### src/rtl/compositor_pkg.sv
// Shared colour constants, fade FSM state type and sizing helpers for the layer compositor.
package compositor_pkg;

  localparam logic [11:0] BLACK   = 12'h000;
  localparam logic [11:0] WHITE   = 12'hFFF;
  localparam logic [11:0] MAGENTA = 12'hF0F;

  typedef enum logic [1:0] {
    BRIGHT   = 2'd0,
    FADE_OUT = 2'd1,
    DARK     = 2'd2,
    FADE_IN  = 2'd3
  } fade_state_t;

  function automatic int fade_max(input int bits);
    return (1 << bits) - 1;
  endfunction

  // hit_id value meaning "no enabled layer covers this pixel"
  function automatic int hit_none(input int layer_num);
    return layer_num;
  endfunction

endpackage

### src/rtl/layer_prio_mux.sv
// Combinational priority select across layers; lowest index that is on wins.
module layer_prio_mux
  import compositor_pkg::*;
#(
  parameter int                     LAYER_NUM   = 6,
  parameter int                     PIXEL_WIDTH = 12,
  parameter logic [PIXEL_WIDTH-1:0] BG_COLOR    = BLACK,
  parameter int                     ID_W        = $clog2(LAYER_NUM + 1)
) (
  input  logic [LAYER_NUM-1:0]             on,
  input  logic [LAYER_NUM*PIXEL_WIDTH-1:0] rgb_in,
  output logic [PIXEL_WIDTH-1:0]           rgb,
  output logic [ID_W-1:0]                  id
);

  // Walk from lowest priority upward so the last assignment is the winner.
  always_comb begin
    rgb = BG_COLOR;
    id  = ID_W'(hit_none(LAYER_NUM));
    for (int i = LAYER_NUM - 1; i >= 0; i--) begin
      if (on[i]) begin
        rgb = rgb_in[i*PIXEL_WIDTH +: PIXEL_WIDTH];
        id  = ID_W'(i);
      end
    end
  end

endmodule

### src/rtl/layer_compositor.sv
// Three-stage N-layer pixel compositor with frame-latched layer mask and frame-stepped fade.
// Optional feature: define TRANSPARENT_KEY_EN to treat KEY_COLOR pixels as uncovered.
//
//  state    | meaning
//  BRIGHT   | full brightness, waiting for fade_out_req
//  FADE_OUT | stepping level down one per FADE_STEP_FRAMES frame starts
//  DARK     | level 0, waiting for fade_in_req
//  FADE_IN  | stepping level up one per FADE_STEP_FRAMES frame starts
module layer_compositor
  import compositor_pkg::*;
#(
  parameter int                     LAYER_NUM        = 6,
  parameter int                     PIXEL_WIDTH      = 12,
  parameter logic [PIXEL_WIDTH-1:0] BG_COLOR         = BLACK,
  parameter int                     FADE_BITS        = 4,
  parameter int                     FADE_STEP_FRAMES = 2,
  parameter logic [PIXEL_WIDTH-1:0] KEY_COLOR        = MAGENTA
) (
  input  logic                             sys_clk,
  input  logic                             sys_rst,
  input  logic                             video_on,
  input  logic                             frame_start,
  input  logic [LAYER_NUM-1:0]             layer_on,
  input  logic [LAYER_NUM*PIXEL_WIDTH-1:0] layer_rgb,
  input  logic                             layer_mask_wr,
  input  logic [LAYER_NUM-1:0]             layer_mask_in,
  input  logic                             fade_out_req,
  input  logic                             fade_in_req,
  output logic [PIXEL_WIDTH-1:0]           rgb,
  output logic                             rgb_valid,
  output logic [$clog2(LAYER_NUM+1)-1:0]   hit_id,
  output logic [FADE_BITS-1:0]             fade_level,
  output logic                             fade_busy
);

  localparam int ID_W   = $clog2(LAYER_NUM + 1);
  localparam int CH_W   = PIXEL_WIDTH / 3;
  localparam int PROD_W = CH_W + FADE_BITS + 1;
  localparam int CNT_W  = $clog2(FADE_STEP_FRAMES + 1);

  localparam logic [ID_W-1:0]      HIT_NONE = ID_W'(hit_none(LAYER_NUM));
  localparam logic [FADE_BITS-1:0] LVL_MAX  = FADE_BITS'(fade_max(FADE_BITS));
  localparam logic [FADE_BITS-1:0] LVL_ONE  = FADE_BITS'(1);
  localparam logic [CNT_W-1:0]     CNT_LAST = CNT_W'(FADE_STEP_FRAMES - 1);

  logic [LAYER_NUM-1:0] shadow_mask, active_mask;
  logic [LAYER_NUM-1:0] key_hit;

  logic                             v1;
  logic [LAYER_NUM-1:0]             on1;
  logic [LAYER_NUM*PIXEL_WIDTH-1:0] rgb1;

  logic                   v2;
  logic [PIXEL_WIDTH-1:0] rgb2, sel_rgb;
  logic [ID_W-1:0]        id2, sel_id;
  logic [PIXEL_WIDTH-1:0] faded;

  fade_state_t      state;
  logic [CNT_W-1:0] frame_cnt;

  // A write coinciding with frame_start bypasses the shadow so it takes effect this frame.
  always_ff @(posedge sys_clk) begin
    if (sys_rst) begin
      shadow_mask <= '1;
      active_mask <= '1;
    end else begin
      if (layer_mask_wr) shadow_mask <= layer_mask_in;
      if (frame_start)   active_mask <= layer_mask_wr ? layer_mask_in : shadow_mask;
    end
  end

`ifdef TRANSPARENT_KEY_EN
  always_comb begin
    key_hit = '0;
    for (int i = 0; i < LAYER_NUM; i++)
      key_hit[i] = (layer_rgb[i*PIXEL_WIDTH +: PIXEL_WIDTH] == KEY_COLOR);
  end
`else
  assign key_hit = '0;
`endif

  always_ff @(posedge sys_clk) begin
    if (sys_rst) begin
      v1   <= 1'b0;
      on1  <= '0;
      rgb1 <= '0;
    end else begin
      v1   <= video_on;
      on1  <= layer_on & active_mask & ~key_hit;
      rgb1 <= layer_rgb;
    end
  end

  layer_prio_mux #(
    .LAYER_NUM   (LAYER_NUM),
    .PIXEL_WIDTH (PIXEL_WIDTH),
    .BG_COLOR    (BG_COLOR),
    .ID_W        (ID_W)
  ) u_prio_mux (
    .on     (on1),
    .rgb_in (rgb1),
    .rgb    (sel_rgb),
    .id     (sel_id)
  );

  always_ff @(posedge sys_clk) begin
    if (sys_rst) begin
      v2   <= 1'b0;
      rgb2 <= '0;
      id2  <= HIT_NONE;
    end else begin
      v2   <= v1;
      rgb2 <= sel_rgb;
      id2  <= sel_id;
    end
  end

  // Scale by (level+1)/2**FADE_BITS so the top level is exact identity.
  always_comb begin
    logic [PROD_W-1:0] prod;
    logic [PROD_W-1:0] gain;
    faded = '0;
    prod  = '0;
    gain  = PROD_W'(fade_level) + PROD_W'(1);
    for (int c = 0; c < 3; c++) begin
      prod = PROD_W'(rgb2[c*CH_W +: CH_W]) * gain;
      faded[c*CH_W +: CH_W] = CH_W'(prod >> FADE_BITS);
    end
  end

  always_ff @(posedge sys_clk) begin
    if (sys_rst) begin
      rgb_valid <= 1'b0;
      rgb       <= '0;
      hit_id    <= HIT_NONE;
    end else begin
      rgb_valid <= v2;
      rgb       <= v2 ? faded : '0;
      hit_id    <= id2;
    end
  end

  always_ff @(posedge sys_clk) begin
    if (sys_rst) begin
      state      <= BRIGHT;
      fade_level <= LVL_MAX;
      frame_cnt  <= '0;
      fade_busy  <= 1'b0;
    end else begin
      case (state)
        BRIGHT: if (fade_out_req) begin
          state     <= FADE_OUT;
          frame_cnt <= '0;
          fade_busy <= 1'b1;
        end
        DARK: if (fade_in_req) begin
          state     <= FADE_IN;
          frame_cnt <= '0;
          fade_busy <= 1'b1;
        end
        FADE_OUT: if (frame_start) begin
          if (frame_cnt == CNT_LAST) begin
            frame_cnt  <= '0;
            fade_level <= fade_level - LVL_ONE;
            if (fade_level == LVL_ONE) begin
              state     <= DARK;
              fade_busy <= 1'b0;
            end
          end else begin
            frame_cnt <= frame_cnt + CNT_W'(1);
          end
        end
        FADE_IN: if (frame_start) begin
          if (frame_cnt == CNT_LAST) begin
            frame_cnt  <= '0;
            fade_level <= fade_level + LVL_ONE;
            if (fade_level == LVL_MAX - LVL_ONE) begin
              state     <= BRIGHT;
              fade_busy <= 1'b0;
            end
          end else begin
            frame_cnt <= frame_cnt + CNT_W'(1);
          end
        end
        default: state <= BRIGHT;
      endcase
    end
  end

endmodule

### config.mk
export PLATFORM = sky130hd
export DESIGN_NAME = layer_compositor
export DESIGN_NICKNAME = d
export VERILOG_FILES = /design/src/rtl/compositor_pkg.sv /design/src/rtl/layer_prio_mux.sv /design/src/rtl/layer_compositor.sv
export SDC_FILE = /design/constraint.sdc
export NUM_CORES = 1
export LEC_CHECK = 0
export CORE_MARGIN = 2
export CORE_UTILIZATION = 45
export DETAILED_ROUTE_END_ITERATION = 8
export GPL_ROUTABILITY_DRIVEN = 1
export PLACE_DENSITY = 0.7
export SLEW_MARGIN = 20
export SYNTH_ARGS = -nofsm -noshare
export SYNTH_HDL_FRONTEND = slang
export SYNTH_HIERARCHICAL = 1
export SYNTH_SLANG_ARGS = --single-unit
### constraint.sdc
create_clock -name sys_clk -period 4.6 [get_ports sys_clk]
set_clock_uncertainty 0.1 [all_clocks]
set_input_delay 0.69 -clock sys_clk [delete_from_list [all_inputs] [get_ports sys_clk]]
set_output_delay 0.69 -clock sys_clk [all_outputs]
set_load 0.01 [all_outputs]
* Yosys cells after proc, flatten, opt, wreduce, memory -nomap -nowiden *
Cells that the tools add are included.

operators by class
  add/sub/neg operators = 4
  multiply operators = 3
  eq/ne operators = 15
  mux-type cells = 41
  bitwise logic cells = 2
  reduce and logical (&&, ||, !) cells = 8

operator list
  operator                                           count
  2-to-1 mux 12 bit                                  6
  2-to-1 mux 2 bit                                   14
  multiplier 4 x 5 -> 8 bit                          3
  2-to-1 mux 4 bit                                   4
  != test 2 bit (second input constant)              8
  2-to-1 mux 3 bit                                   4
  2-to-1 mux 1 bit                                   8
  case mux 2 bit (4 select lines)                    1
  case mux 4 bit (2 select lines)                    1
  AND reduction 8 bit                                1
  bitwise AND 6 bit                                  1
  2-to-1 mux 6 bit                                   1
  case mux 2 bit (3 select lines)                    1
  OR reduction 2 bit                                 3
  adder 4 x 1 -> 5 bit (second input constant)       1
  AND reduction 5 bit                                1
  adder 4 x 1 -> 4 bit (second input constant)       1
  == test 2 x 1 -> 1 bit (second input constant)     2
  == test 2 bit (second input constant)              2
  == test 4 x 1 -> 1 bit (second input constant)     1
  == test 4 bit (second input constant)              1
  case mux 1 bit (4 select lines)                    1
  subtractor 4 x 1 -> 4 bit (second input constant)  1
  AND reduction 3 bit                                1
  other kinds (5)                                    5

storage, ports and cells
  flip-flop bits (word level) = 132
  input port bits = 91
  output and inout bits = 21
  logic and storage cells = 89

* Longest topological paths before layout *
Gate-level depths: netlist (run 1).

  depth in word-level cells = 6
  depth in mapped cells = 14
  depth with buffers taken out = 12

* Modules after synthesis *
The synthesis (run 1) kept the hierarchy.

modules (own cells, without submodules)
  module            instances  cells an instance  area an instance (um^2)  sequential area each (um^2)
  layer_compositor  1          531                5460.2                   2642.5
  layer_prio_mux    1          83                 611.8                    0.0

* Worst setup path after synthesis (run 1) *
OpenSTA, ideal clock, no wires.

  kind = reg2reg
  start point = register fade_level[0]
  end point = register rgb[11]
  library setup time = 0.067 ns
  arrival = 3.544 ns
  data required time = 4.433 ns
  slack = 0.889 ns
  cell stages (with the launch flop) = 15
  buffers on the path = 2
  clock period less this slack = 3.711 ns
  cell sequence = dfxtp_1 -> buf_6 -> inv_1 -> ha_1 -> buf_2 -> and2_1 -> fa_1 -> inv_1 -> fa_1 -> inv_1 -> ha_1 -> nand4b_1 -> o2111ai_2 -> a2111o_1 -> o21ai_2

between the ends
  word-level cells in the longest chain between the ends = 2

RTL lines
  what                       line                     text
  from (decl)                layer_compositor.sv:32   output logic [FADE_BITS-1:0] fade_level,
  from (signal assigned)     layer_compositor.sv:164  fade_level <= fade_level - LVL_ONE;
  from (signal assigned)     layer_compositor.sv:176  fade_level <= fade_level + LVL_ONE;
  adder 4 x 1 -> 5 bit       layer_compositor.sv:124  gain = PROD_W'(fade_level) + PROD_W'(1);
  multiplier 4 x 5 -> 8 bit  layer_compositor.sv:126  prod = PROD_W'(rgb2[c*CH_W +: CH_W]) * gain;
  to (signal assigned)       layer_compositor.sv:138  rgb <= v2 ? faded : '0;
  to (decl)                  layer_compositor.sv:29   output logic [PIXEL_WIDTH-1:0] rgb,

Every way passes these cells.
A chain may end at the register's enable or synchronous reset.

* Worst setup path in the final report (run 1) *
Same ends and word-level chain as after synthesis.

==> results of run 1 <==
area by class of cell:
| cell class | count | share of cell area [%] |
|---|---|---|
| multi-input cells | 411 | 39.75 |
| flip-flops and latches | 132 | 33.73 |
| repair buffers | 113 | 14.39 |
| clock buffers | 21 | 5.878 |
| well taps | 176 | 2.811 |
| inverters | 37 | 1.773 |
| clock inverters | 9 | 1.661 |
cells in the mapped netlist (all sizes together), types with 3 or more instances:
master,instances
nor2b,91
a2111o,3
a211oi,3
nand4,6
fa,15
o2111ai,4
o31ai,9
o211ai,4
a221oi,12
nor2,28
xnor2,13
nand2,38
and2,28
nand4b,3
nand2b,16
mux2i,8
ha,35
nand3b,4
a22oi,10
or2,15
o21ai,9
nor3,3
dfxtp,132
nand3,4
and2b,3
a21oi,14
nor3b,3
o22ai,9
clkbuf,16
inv,37
buf,18
state kept, by name (all words and copies together), names as in the netlist:
| signal | flops |
|---|---|
| rgb1 | 72 |
| rgb2 | 12 |
| rgb | 12 |
| active_mask | 6 |
| on1 | 6 |
| shadow_mask | 6 |
| fade_level | 4 |
| hit_id | 3 |
| id2 | 3 |
| frame_cnt | 2 |
| state | 2 |
| fade_busy | 1 |
| rgb_valid | 1 |
| v1 | 1 |
| v2 | 1 |
per-stage QoR:
| step | hold slack [ps] | setup WS [ps] | instances |
|---|---|---|---|
| after floorplan | 289.5 | 889.2 | 614 |
| after detailed placement | 298.3 | 455.8 | 869 |
| after global routing | 328.2 | 130.1 | 899 |
| after global placement | 302.2 | 636.7 | 869 |
| final | 312.9 | 436.3 | 899 |
| after CTS | 316.0 | 451.0 | 899 |
layer usage:
metal	global-route usage, %	routed length [um]	up-vias
met5	0	0	-
met4	7.500	248	0
met3	4.943	608	24
met2	31.46	6205	124
met1	22.91	5918	2080
li1	-	-	2244
worst max-delay path by stage:
stage,from,to,cells after the start
after global placement,fade_level[0]$_SDFFE_PP1P_,rgb[11]$_SDFF_PP0_,12
after floorplan,fade_level[0]$_SDFFE_PP1P_,rgb[11]$_SDFF_PP0_,14
after detailed placement,fade_level[0]$_SDFFE_PP1P_,rgb[11]$_SDFF_PP0_,11
after global routing,fade_level[0]$_SDFFE_PP1P_,rgb[9]$_SDFF_PP0_,11
after CTS,fade_level[0]$_SDFFE_PP1P_,rgb[11]$_SDFF_PP0_,11
final,fade_level[0]$_SDFFE_PP1P_,rgb[11]$_SDFF_PP0_,11
critical path, stage by stage, from the launching register on:
cell	delay (ps)
dfxtp_1	580
ha_1	360
xor2_1	660
nand2_1	170
fa_1	500
fa_1	550
inv_1	40
ha_1	280
nand4_1	160
o2111ai_2	190
a2111o_1	450
o21ai_2	60
kinds of logic (layout without fill, tap and decap cells):
kind of cell	after synthesis	count (layout)	synth area share [%]
AO/OA/AOI/OAI	90	90	12.26
XOR/XNOR	15	15	2.164
adder cells (fa/ha/maj)	50	50	12.16
buffers and inverters	71	180	5.192
flip-flops	132	132	43.52
multiplexers	9	9	1.504
AND/OR/NAND/NOR	247	247	23.20
where the power goes:
group          internal, mW  leakage, nW  switching (mW)
Clock                 0.872        0.289           0.472
Combinational         0.214         1.83           0.192
Sequential             1.22         1.09          0.0490
==> results.cfg, run 1 <==
[routing]
via_per_inst = 4.974
routedWlPerCell_um = 14.44
drt_iter0_drc = 183
vias = 4472
postRouteAntennaNets = 0
drt_wl_total_um = 12980
first_pass_iters = 5
route.detailed.drc = 0

[finish]
drive_above_1_share_pct = 8.990
seqCellArea_um2 = 2643
diodes = 0
nFillCells = 1109
layout_commonest_cell = dfxtp_1
final_cell_mix = dfxtp_1 (132), clkdlybuf4s50_1 (110), nor2b_1 (90)
area_delta_synth_final_pct = 29.01
fin_area_um2 = 7834
layout.nets = 853
multi_input_area_um2 = 3114
fin_util_pct = 59.39

[min_path]
hold_path_end = hit_id[2]$_SDFF_PP1_
hp-class = flop to flop
hp-start = id2[2]$_SDFF_PP1_
whs_path_depth = 1

[floorplan]
die_w_um = 120.2
die_y_um = 120.2
die_area_um2 = 14440
rows = 42
coreArea_um2 = 13190
initial_core_util_pct = 46.03
ios = 112

[timing]
max_slew.worst_pin.slew_ps = 816.5
rsz0062_at_grt = no
drv_slew = 0
hold_viol = 0
timing.final.crit_period_ps = 4164
finalCritPeriodShare_pct = 90.52
setup_viol = 0
setup_tns_ps = 0
slew-limit-headroom_pct = 45.57
max_clock_freq_mhz = 240.2

[power_and_ir_drop]
p_total_mw = 3.014
p_leak_nw = 3.206
ir_drop_mv = 0.2302
powerDensity_nw_per_um2 = 384.8

[synth]
yosys_warnings = 6
netlist_instances = 614
yosysTopAreaCell = dfxtp_1
avgSynthCellArea_um2 = 9.889
synth_edf_count = 0
netlist.area_leader.share_pct = 43.52
syn_nets = 755
netlist_area_um2 = 6072
ys_async_sr_fraction_pct = 0
synth.area.top_cells = dfxtp_1 (44%), nor2b_1 (9.3%), ha_1 (7.2%)
yosys_register_bits = 132
ys_seq_area_share_pct = 43.52
synth_ff_type = dfxtp_1
synth_cell_types = 57

[cts]
hold_buffers = 0
clockBufferDepth = 2
cts_buffers = 17
cts_setup_buffers = 0
clkTransAtPathRegs_ps = 60
clockRootBuffer = clkbuf_16
cts.repair.resized = 0
cts_tree = yes
cts_max_level = 4
clk_latency_ps = 410
cts_sinks = 132

[run]
cap_violations = 0

[placed_design]
placed_area_um2 = 7239
portBuffers = 111
hpwl_um = 9583
gp_congestion = 0.8206

[global_route]
grt_pass1_wl_um = 21320
grt_pass1_vias = 4511
antenna_found_initial = 0
groute.usage.overall_pct = 18.77
grt_max_degree = 122
grt-ovfl-total = 0

[worst_setup_path]
crit_type = flop to flop
reg2reg_slack_ps = 440
worstPathArrival_ps = 4410
required_ps = 4850
end_kind = flop
timing.rr.end = rgb[11]$_SDFF_PP0_
path_max_fanout = 13
r2r.worst_path.cells = 11
rr_startpoint = fade_level[0]$_SDFFE_PP1P_
start_kind = flop

[outcome]
outcome = completed
Note: power is estimated with default switching activity, not from simulation.
==> run 2: changes to the inputs <==
- GPL_ROUTABILITY_DRIVEN: 1 -> default
- GPL_TIMING_DRIVEN: default -> 0
==> results.cfg, run 2 (synthesized netlist as in run 1, its figures left out) <==
[finish]
area_delta_synth_final_pct = 31.32
layout.nets = 884
final_cell_mix = dfxtp_1 (132), clkdlybuf4s50_1 (110), nor2b_1 (90)
largest_reg_flops = 72
layout_commonest_cell = dfxtp_1
nFillCells = 1111
largestRegisters = rgb1 x72, rgb2 x12, rgb x12
largest-register = rgb1
seqCellArea_um2 = 2643
multi_input_area_um2 = 3114
drive_above_1_share_pct = 10.98
diodes = 0

[timing]
whs_ps = 310.1
setup_viol = 0
rsz0062_at_grt = no
hold_viol = 0
drv_slew = 0
timing.final.crit_period_ps = 4098
max_clock_freq_mhz = 244.0
finalCritPeriodShare_pct = 89.08
max_slew.worst_pin.slew_ps = 558.5
setup_tns_ps = 0
slew-limit-headroom_pct = 62.77

[floorplan]
initial_core_util_pct = 46.03
die_w_um = 120.2
coreArea_um2 = 13190
die_area_um2 = 14440
ios = 112
rows = 42
die_y_um = 120.2

[worst_setup_path]
r2r.worst_path.cells = 14
path_max_fanout = 10
end_kind = flop
worstPathArrival_ps = 4340
start_kind = flop
required_ps = 4850
crit_type = flop to flop

[routing]
routedWlPerCell_um = 14.73
postRouteAntennaNets = 0
via_per_inst = 4.955
first_pass_iters = 4
route.detailed.drc = 0
vias = 4618
drt_iter0_drc = 215
drt_wl_total_um = 13730

[run]
cap_violations = 0

[placed_design]
portBuffers = 110
gp_congestion = 0.8156
hpwl_um = 10570

[cts]
clockBufferDepth = 2
cts_tree = yes
cts.repair.resized = 0
clkTransAtPathRegs_ps = 60
cts_setup_buffers = 0
cts_buffers = 17
cts_max_level = 4
clk_latency_ps = 410
clockRootBuffer = clkbuf_16
cts_sinks = 132
hold_buffers = 0

[global_route]
grt_pass1_wl_um = 22560
groute.usage.overall_pct = 19.97
grt_max_degree = 17
grt_pass1_vias = 4657
antenna_found_initial = 0
grt-ovfl-total = 0

[power_and_ir_drop]
p_leak_nw = 3.282
powerDensity_nw_per_um2 = 376.0
ir_drop_mv = 0.2324

[min_path]
hp-class = flop to flop
whs_path_depth = 1

[outcome]
outcome = completed
[run 2: final cells by class]
cell class	instances	share of cell area, %
multi-input cells	411	39.06
flip-flops and latches	132	33.14
repair buffers	110	13.81
clock buffers	18	5.508
well taps	176	2.762
plain buffers	34	2.212
clock inverters	14	1.773
inverters	37	1.742
[run 2: per-stage QoR]
stage          utilization, %  total power, mW  std cells  setup WS, ps  instance area [um^2]
2_1_floorplan               -            1.535        614         889.2                  6072
3_3_place_gp            56.05            1.698        900         571.9                  7393
3_5_place_dp            56.05            1.709        900         523.5                  7393
4_1_cts                 60.45            3.015        932         491.6                  7974
5_1_grt                 60.45            3.124        932         293.7                  7974
6_report                60.45            2.998        932         502.4                  7974
[run 2: final timing paths]
kind,startpoint,to,slack [ps]
min reg2reg,id2[1]$_SDFF_PP1_,hit_id[1]$_SDFF_PP1_,310
max reg2reg,fade_level[0]$_SDFFE_PP1P_,rgb[11]$_SDFF_PP0_,500
max,fade_level[0]$_SDFFE_PP1P_,rgb[11]$_SDFF_PP0_,500
min,id2[1]$_SDFF_PP1_,hit_id[1]$_SDFF_PP1_,310
[run 2: critical path: stages (launching register included)]
cell and delay [ps]:
dfxtp_1 420, buf_6 180, inv_1 150, ha_1 420, buf_2 220, and2_1 200
fa_1 540, inv_1 60, fa_1 530, inv_1 40, ha_1 330, nand4b_1 150
o2111ai_2 160, a2111o_1 460, o21ai_2 60
[run 2: power by group]
part / switching (mW) / total [mW] / internal, mW
combinational: 0.209 / 0.432 / 0.224
sequential: 0.0409 / 1.26 / 1.21
clock: 0.536 / 1.31 / 0.774
total: 0.786 / 3.00 / 2.21
[run 2: per-layer routing]
layer	wire, um	vias to the layer above	global-route usage, %
met4	329	0	7.500
met2	6669	122	33.77
met3	558	30	4.040
li1	-	2314	-
met1	6171	2152	25.09
met5	0	-	0
==> run 3: changes to the inputs <==
==> constraint.sdc (replaced) <==
create_clock -name sys_clk -period 4.6 [get_ports sys_clk]
set_clock_uncertainty 0.1 [all_clocks]
set_input_delay 0.92 -clock sys_clk [delete_from_list [all_inputs] [get_ports sys_clk]]
set_output_delay 0.92 -clock sys_clk [all_outputs]
set_load 0.01 [all_outputs]
==> results of run 3 <==
The final DEF is identical to that of run 2; final timing and power are the same.
